==> src/rtl/mem_access_unit_pkg.sv <==
// Shared definitions for the MEM stage: memory-op codes, FSM state encoding
// and small op-classification helpers used by the access unit and aligner.
// Optional feature macro used by this slice: BUS_TIMEOUT_EN.
package mem_access_unit_pkg;

  localparam int MEMOP_W = 4;

  typedef enum logic [MEMOP_W-1:0] {
    MEMOP_NONE = 4'd0,
    MEMOP_LW   = 4'd1,
    MEMOP_LH   = 4'd2,
    MEMOP_LHU  = 4'd3,
    MEMOP_LB   = 4'd4,
    MEMOP_LBU  = 4'd5,
    MEMOP_SW   = 4'd6,
    MEMOP_SH   = 4'd7,
    MEMOP_SB   = 4'd8
  } memop_t;

  typedef enum logic {
    S_IDLE = 1'b0,
    S_WAIT = 1'b1
  } mau_state_t;

  function automatic logic is_load_op(input logic [MEMOP_W-1:0] op);
    return (op == MEMOP_LW) || (op == MEMOP_LH) || (op == MEMOP_LHU) ||
           (op == MEMOP_LB) || (op == MEMOP_LBU);
  endfunction

  function automatic logic is_store_op(input logic [MEMOP_W-1:0] op);
    return (op == MEMOP_SW) || (op == MEMOP_SH) || (op == MEMOP_SB);
  endfunction

endpackage

==> src/rtl/mem_access_unit_load_align.sv <==
// Load aligner: picks the addressed byte/half of the bus read word and
// sign- or zero-extends it according to the load op. Purely combinational.
// LW and non-load ops pass the word through unchanged.
module mem_access_unit_load_align
  import mem_access_unit_pkg::*;
(
  input  logic [MEMOP_W-1:0] op,
  input  logic [1:0]         addr_lo,
  input  logic [31:0]        rdata,
  output logic [31:0]        result
);

  logic [7:0]  sel_byte;
  logic [15:0] sel_half;

  // Lane select from the low address bits, then extend by op.
  always_comb begin
    sel_byte = rdata[8*addr_lo +: 8];
    sel_half = addr_lo[1] ? rdata[31:16] : rdata[15:0];
    result   = rdata;
    case (op)
      MEMOP_LB:  result = {{24{sel_byte[7]}}, sel_byte};
      MEMOP_LBU: result = {24'h0, sel_byte};
      MEMOP_LH:  result = {{16{sel_half[15]}}, sel_half};
      MEMOP_LHU: result = {16'h0, sel_half};
      default:   result = rdata;
    endcase
  end

endmodule

==> src/rtl/mem_access_unit.sv <==
// MEM stage: turns the EX->MEM op into a req/ack data-bus access, aligns
// load data, loads the MEM->WB register and drives the MEM forward pair.
// stall is raised while an aligned access waits for ack. With BUS_TIMEOUT_EN
// defined, a WAIT lasting TIMEOUT_CYCLES stalled cycles is aborted.
module mem_access_unit
  import mem_access_unit_pkg::*;
#(
  parameter int TIMEOUT_CYCLES = 16
) (
  input  logic               clk,
  input  logic               reset,
  input  logic [MEMOP_W-1:0] mem_op_i,
  input  logic [31:0]        addr_i,
  input  logic [31:0]        wdata_i,
  input  logic [31:0]        pc_i,
  input  logic [4:0]         reg_waddr_i,
  input  logic [31:0]        reg_wdata_i,
  output logic               bus_req_o,
  output logic               bus_we_o,
  output logic [31:0]        bus_addr_o,
  output logic [3:0]         bus_be_o,
  output logic [31:0]        bus_wdata_o,
  input  logic               bus_ack_i,
  input  logic [31:0]        bus_rdata_i,
  output logic               stall_o,
  output logic [4:0]         fwd_addr_o,
  output logic [31:0]        fwd_data_o,
  output logic               wb_valid_o,
  output logic [31:0]        wb_pc_o,
  output logic [4:0]         wb_waddr_o,
  output logic [31:0]        wb_wdata_o,
  output logic               addr_err_o,
  output logic               bus_err_o
);

  // The abort path compares against TIMEOUT_CYCLES-1, so it needs >= 2.
  if (TIMEOUT_CYCLES < 2) begin : g_bad_timeout
    $error("TIMEOUT_CYCLES must be at least 2");
  end

  mau_state_t  state;
  logic        is_mem;
  logic        is_load;
  logic        is_store;
  logic        misaligned;
  logic        abort;
  logic [31:0] load_word;

  assign is_mem   = (mem_op_i != MEMOP_NONE);
  assign is_load  = is_load_op(mem_op_i);
  assign is_store = is_store_op(mem_op_i);

  // Alignment check: words need addr[1:0]==0, halves need addr[0]==0.
  always_comb begin
    misaligned = 1'b0;
    case (mem_op_i)
      MEMOP_LW, MEMOP_SW:            misaligned = (addr_i[1:0] != 2'b00);
      MEMOP_LH, MEMOP_LHU, MEMOP_SH: misaligned = addr_i[0];
      default:                       misaligned = 1'b0;
    endcase
  end

`ifdef BUS_TIMEOUT_EN
  localparam int CNT_W = $clog2(TIMEOUT_CYCLES + 1);
  localparam logic [CNT_W-1:0] CNT_LAST = CNT_W'(TIMEOUT_CYCLES - 1);
  logic [CNT_W-1:0] wait_cnt;

  // Entry cycle plus TIMEOUT_CYCLES-1 WAIT cycles have stalled; give up.
  assign abort = (state == S_WAIT) && !bus_ack_i && (wait_cnt == CNT_LAST);
`else
  assign abort = 1'b0;
`endif

  // Request is combinational so a same-cycle ack costs no stall; reset and
  // abort both drop it immediately.
  assign bus_req_o  = !reset && is_mem && !misaligned && !abort;
  assign stall_o    = bus_req_o && !bus_ack_i;
  assign bus_we_o   = bus_req_o && is_store;
  assign bus_addr_o = {addr_i[31:2], 2'b00};

  // Byte enables and store lane replication.
  always_comb begin
    bus_be_o    = 4'b0000;
    bus_wdata_o = wdata_i;
    case (mem_op_i)
      MEMOP_SB: begin
        bus_be_o    = 4'b0001 << addr_i[1:0];
        bus_wdata_o = {4{wdata_i[7:0]}};
      end
      MEMOP_SH: begin
        bus_be_o    = addr_i[1] ? 4'b1100 : 4'b0011;
        bus_wdata_o = {2{wdata_i[15:0]}};
      end
      MEMOP_SW, MEMOP_LW, MEMOP_LH, MEMOP_LHU, MEMOP_LB, MEMOP_LBU:
        bus_be_o = 4'b1111;
      default: bus_be_o = 4'b0000;
    endcase
  end

  // Load data is not ready for forwarding until it reaches WB.
  assign fwd_addr_o = is_load ? 5'd0 : reg_waddr_i;
  assign fwd_data_o = reg_wdata_i;

  mem_access_unit_load_align u_load_align (
    .op      (mem_op_i),
    .addr_lo (addr_i[1:0]),
    .rdata   (bus_rdata_i),
    .result  (load_word)
  );

  // Bus FSM, timeout counter, error pulses and the MEM->WB register.
  always_ff @(posedge clk) begin
    if (reset) begin
      state      <= S_IDLE;
      wb_valid_o <= 1'b0;
      wb_pc_o    <= '0;
      wb_waddr_o <= '0;
      wb_wdata_o <= '0;
      addr_err_o <= 1'b0;
      bus_err_o  <= 1'b0;
`ifdef BUS_TIMEOUT_EN
      wait_cnt   <= '0;
`endif
    end else begin
      addr_err_o <= misaligned;
      bus_err_o  <= abort;

      case (state)
        S_IDLE: begin
          if (stall_o) begin
            state <= S_WAIT;
`ifdef BUS_TIMEOUT_EN
            wait_cnt <= '0;
`endif
          end
        end
        S_WAIT: begin
          if (bus_ack_i || abort) begin
            state <= S_IDLE;
          end
`ifdef BUS_TIMEOUT_EN
          else begin
            wait_cnt <= wait_cnt + 1'b1;
          end
`endif
        end
        default: state <= S_IDLE;
      endcase

      if (!stall_o) begin
        wb_valid_o <= is_mem || (reg_waddr_i != 5'd0);
        wb_pc_o    <= pc_i;
        wb_waddr_o <= (misaligned || abort) ? 5'd0 : reg_waddr_i;
        wb_wdata_o <= is_load ? load_word : reg_wdata_i;
      end else begin
        wb_valid_o <= 1'b0;
        wb_waddr_o <= 5'd0;
      end
    end
  end

endmodule

==> config.mk <==
export PLATFORM = sky130hd
export DESIGN_NAME = mem_access_unit
export DESIGN_NICKNAME = d
export VERILOG_FILES = /design/src/rtl/mem_access_unit_pkg.sv /design/src/rtl/mem_access_unit_load_align.sv /design/src/rtl/mem_access_unit.sv
export SDC_FILE = /design/constraint.sdc
export NUM_CORES = 1
export LEC_CHECK = 0
export ABC_AREA = 0
export BUFFER_PORTS_ARGS = -buffer_cell sky130_fd_sc_hd__buf_2
export CORE_AREA = 2 2 135 137
export CTS_BUF_LIST = sky130_fd_sc_hd__clkbuf_16
export DETAILED_ROUTE_END_ITERATION = 8
export DIE_AREA = 0 0 137 139
export PLACE_DENSITY_LB_ADDON = 0.05
export SYNTH_ARGS = -nofsm -noshare
export SYNTH_HDL_FRONTEND = slang
export SYNTH_HIERARCHICAL = 1
export SYNTH_SLANG_ARGS = --single-unit
==> constraint.sdc <==
create_clock -name clk -period 3.95 [get_ports clk]
set_input_delay 1.185 -clock clk [delete_from_list [all_inputs] [get_ports clk]]
set_output_delay 1.185 -clock clk [all_outputs]
set_load 0.1 [all_outputs]
==> summary by stage <==
Run status
The flow ran to the end, and the final reports show no timing, DRC or antenna violations.

Layout
The number of nets in the layout is ~1.0k. The area growth from synthesis to layout is 33.47%. Once layout is complete, the cells apart from fillers number 1089. The share of final-layout standard cells stronger than drive strength 1 is 49.59%. The final core area utilization is 42.64%.

Routing
The vias per cell is between 5 and 6. The number of nets with antenna violations after routing is 0. The number of violations reported at the end of detailed-routing iteration 0 is 335. The final route contains 5624 vias.

The first TritonRoute pass finished after 5 iterations. The aggregate routed wire length is 19.20 mm. The average wire per cell in the routed design is between 15 and 20 um. The number of remaining DRC errors is 0.

Pwr
IR analysis of the VDD net gives a maximum drop of roughly 0.20 mV. The share of total power dissipated in the clock network is 26.2%. The design draws 3.154 mW.

The cell leakage power is 3.683 nW. The power share of the sequential group is 25.5%. The switching power total is 1.508 mW. The power per standard cell area is 418.8 mW/mm2. The switching share of total power is ~48%. The internal power of the cells totals 1.646 mW. The share of total power dissipated in combinational logic is between 40% and 50%.

Floorplan
From left edge to right edge, the die measures 137 um. The overall die area is 0.01904 mm2. around 350 I/O pins were placed.

The core footprint is 0.01766 mm2. The floorplan has 49 rows. The y dimension of the die is between 100 and 150 um.

The starting utilization of the core area is 31.95%.

CTS
The clock drives 71 sinks. The largest buffer count on any clock path is 2. After clock tree synthesis, the clock-pin slew on the worst setup and hold paths is 60 ps. The root buffer cell is sky130_fd_sc_hd__clkbuf_16.

In this run the post-CTS setup repair buffer count came out at 0. The hold-fix buffer count after cts is 0. The clock reaches the later pin of the worst-skew pair after 340 ps. TritonCTS built the clock tree. The H-tree depth is 3. The post-cts sizing count is 0. TritonCTS created 9 clock buffers.

Logic synthesis
Multiplexer cells account for roughly 11% of the synthesized area. The adder and majority cell fraction of the synthesized area is 0%. After Yosys synthesis, XOR and XNOR cells account for 0% of the synthesized area. The main combinational cell family by area after synthesis is simple AND/OR/NAND/NOR gates.

The area fraction of the dominant cell type after synthesis is between 20 and 30%. Summing the areas of all and, or, nand and nor instances in the mapped netlist gives 25.93% of the synthesized area. The largest area contributor in the netlist is sky130_fd_sc_hd__dfxtp_1. In the synthesized netlist the async set-or-reset flop fraction comes to 0%. The post-synthesis cell area is 0.005642 mm2. The synthesized design contains 0 enable-type register cells. Counting distinct cell types in the post-synthesis netlist gives 52.

The post-synthesis compound-gate area fraction is 22.44%. Synthesis produced a netlist whose cell count is 660. After synthesis, the most frequently instantiated cells are sky130_fd_sc_hd__buf_4, sky130_fd_sc_hd__nor2_1, sky130_fd_sc_hd__dfxtp_1. The cell with the most instances after synthesis is sky130_fd_sc_hd__buf_4. The sequential area share after synthesis is 25.19%. The register bit count reported by yosys is 71.

In the synthesized netlist the dominant register cell turns out to be sky130_fd_sc_hd__dfxtp_1. The synthesized area per cell is approximately 8.5 um2. After synthesis, the cell types taking the most area are sky130_fd_sc_hd__dfxtp_1, sky130_fd_sc_hd__buf_4, sky130_fd_sc_hd__o41ai_2, sky130_fd_sc_hd__nor2b_1, sky130_fd_sc_hd__nor2_1. The total of warnings raised by yosys is 6.

GRT
Across every metal layer, demand over resource in global routing totals slightly below 20%. The number of global-route vias before repair is about 5.4k. The initial antenna violation count was 4.

Entering global routing, the biggest net connects between 70 and 80 pins. The total overflow reported by the global router is 0. The first-pass GRT wire length is approximately 30 mm.

Placed design
The count of input and output buffers is 288. The post-DP HPWL is 14.46 mm. Once placement completed, the tool counted placed cells totaling 1070.

At the end of routability-driven placement, the weighted congestion stood at 0.8257.

Timing
The worst slew slack as a fraction of its limit is between 20% and 30%. Derived from the worst setup path, the maximum achievable clock frequency is between 200 and 300 MHz. Setup repair after global routing left no endpoint under its margin. For the final routed database, the setup TNS stands at 0 ps. The count of endpoints failing setup in the final report is 0.

The count of final hold-check violations is 0. For the pin with the worst max-slew slack, the measured transition is 1075 ps. The number of pins with negative max-slew slack in the final report is 0. On the final layout, the worst clock skew is 0 ps. The smallest clock period supported by the final layout is computed as 3769 ps. The share of the clock period used by the worst path is a little over nine tenths.

The worst slack on hold paths is 474.2 ps.

Worst setup path
The data required time at the worst endpoint is 2760 ps. The worst setup path is of the input pin to output port kind. The category of the worst setup path capture point is an output port. The largest fanout on the critical path is 33. The worst setup path is launched from an input pin. The arrival time reported for the critical path endpoint is 2580 ps.

Hold path
The type of the worst min-delay path is flip-flop to flip-flop.

Run
The reported max-cap violation count is 0.
-- area by class of cell --
cell class / instances / area [um2]
clock inverters: 7 / 72.57
clock buffers: 9 / 225.2
multi-input cells: 455 / 3423
flip-flops and latches: 71 / 1421
well taps: 229 / 286.5
inverters: 5 / 18.77
diodes: 3 / 7.507
fillers: 1818 / 10130
repair buffers: 310 / 2074
-- power groups by stage --
stage | Sequential (mW) | Combinational [mW] | Clock [mW]
2_1_floorplan | 1.26 | 0.900 | 0
3_3_place_gp | 0.816 | 1.53 | 0
3_5_place_dp | 0.819 | 1.53 | 0
4_1_cts | 0.803 | 1.53 | 0.860
5_1_grt | 0.810 | 1.59 | 0.900
6_report | 0.803 | 1.52 | 0.826
-- final timing paths --
kind                                    from                    endpoint  slack (ps)  cells after the start
setup / recovery                 mem_op_i[3]                    bus_we_o         180                      6
hold / removal       wb_pc_o[9]$_SDFFE_PP0N_     wb_pc_o[9]$_SDFFE_PP0N_         470                      1
setup reg to reg  wb_wdata_o[4]$_SDFFE_PP0N_  wb_wdata_o[4]$_SDFFE_PP0N_        3140                      3
hold reg to reg      wb_pc_o[9]$_SDFFE_PP0N_     wb_pc_o[9]$_SDFFE_PP0N_         470                      1
-- worst max-delay path, cell delays in order --
cell	delay (ps)
sky130_fd_sc_hd__buf_2	130
sky130_fd_sc_hd__buf_4	250
sky130_fd_sc_hd__inv_2	350
sky130_fd_sc_hd__a21boi_0	240
sky130_fd_sc_hd__nor3_4	210
sky130_fd_sc_hd__buf_12	200
-- registers in the layout, summed over array words and instances (netlist names) --
signal,cells
addr_err_o,1
wb_wdata_o,32
wb_waddr_o,5
wb_pc_o,32
wb_valid_o,1
-- routing by layer --
layer / GRT usage (%) / vias up / share of wire [%] / routed length, um
met5: 0 / - / 0.057 / 11
met4: 6.077 / 2 / 1.6 / 314
met3: 5.629 / 41 / 7.9 / 1526
met2: 32.34 / 240 / 48 / 9289
met1: 24.49 / 2653 / 42 / 8060
li1: - / 2688 / - / -
-- logic make-up after synthesis --
kind of cell           Yosys count
AND/OR/NAND/NOR                265
flip-flops                      71
buffers and inverters          136
multiplexers                    50
AO/OA/AOI/OAI                  137
other                            1
-- stage by stage --
stage / setup WS, ps / instance area [um2]
2_1_floorplan: -192.9 / 5693
6_report: 181.2 / 7530
5_1_grt: 29.79 / 7527
3_5_place_dp: 177.7 / 7224
4_1_cts: 174.2 / 7522
3_3_place_gp: 203.2 / 7224
-- placed cells by master, fill, tap and decap left out, types with 7 or more instances in the layout --
master and count:
sky130_fd_sc_hd__a22oi_1 8, sky130_fd_sc_hd__buf_4 23, sky130_fd_sc_hd__dfxtp_1 71, sky130_fd_sc_hd__nor2_1 75, sky130_fd_sc_hd__nor2b_1 68, sky130_fd_sc_hd__mux2_2 23, sky130_fd_sc_hd__a21o_1 27, sky130_fd_sc_hd__buf_2 256
sky130_fd_sc_hd__a221o_1 7, sky130_fd_sc_hd__a21oi_1 35, sky130_fd_sc_hd__mux2_4 17, sky130_fd_sc_hd__o41ai_2 32, sky130_fd_sc_hd__nand2_1 13, sky130_fd_sc_hd__buf_12 31, sky130_fd_sc_hd__and3_1 8, sky130_fd_sc_hd__clkbuf_16 9
sky130_fd_sc_hd__nand4_1 32, sky130_fd_sc_hd__mux2i_1 8, sky130_fd_sc_hd__a221o_2 8, sky130_fd_sc_hd__nor3_1 34
No activity file was read; power rests on OpenSTA's default activity.
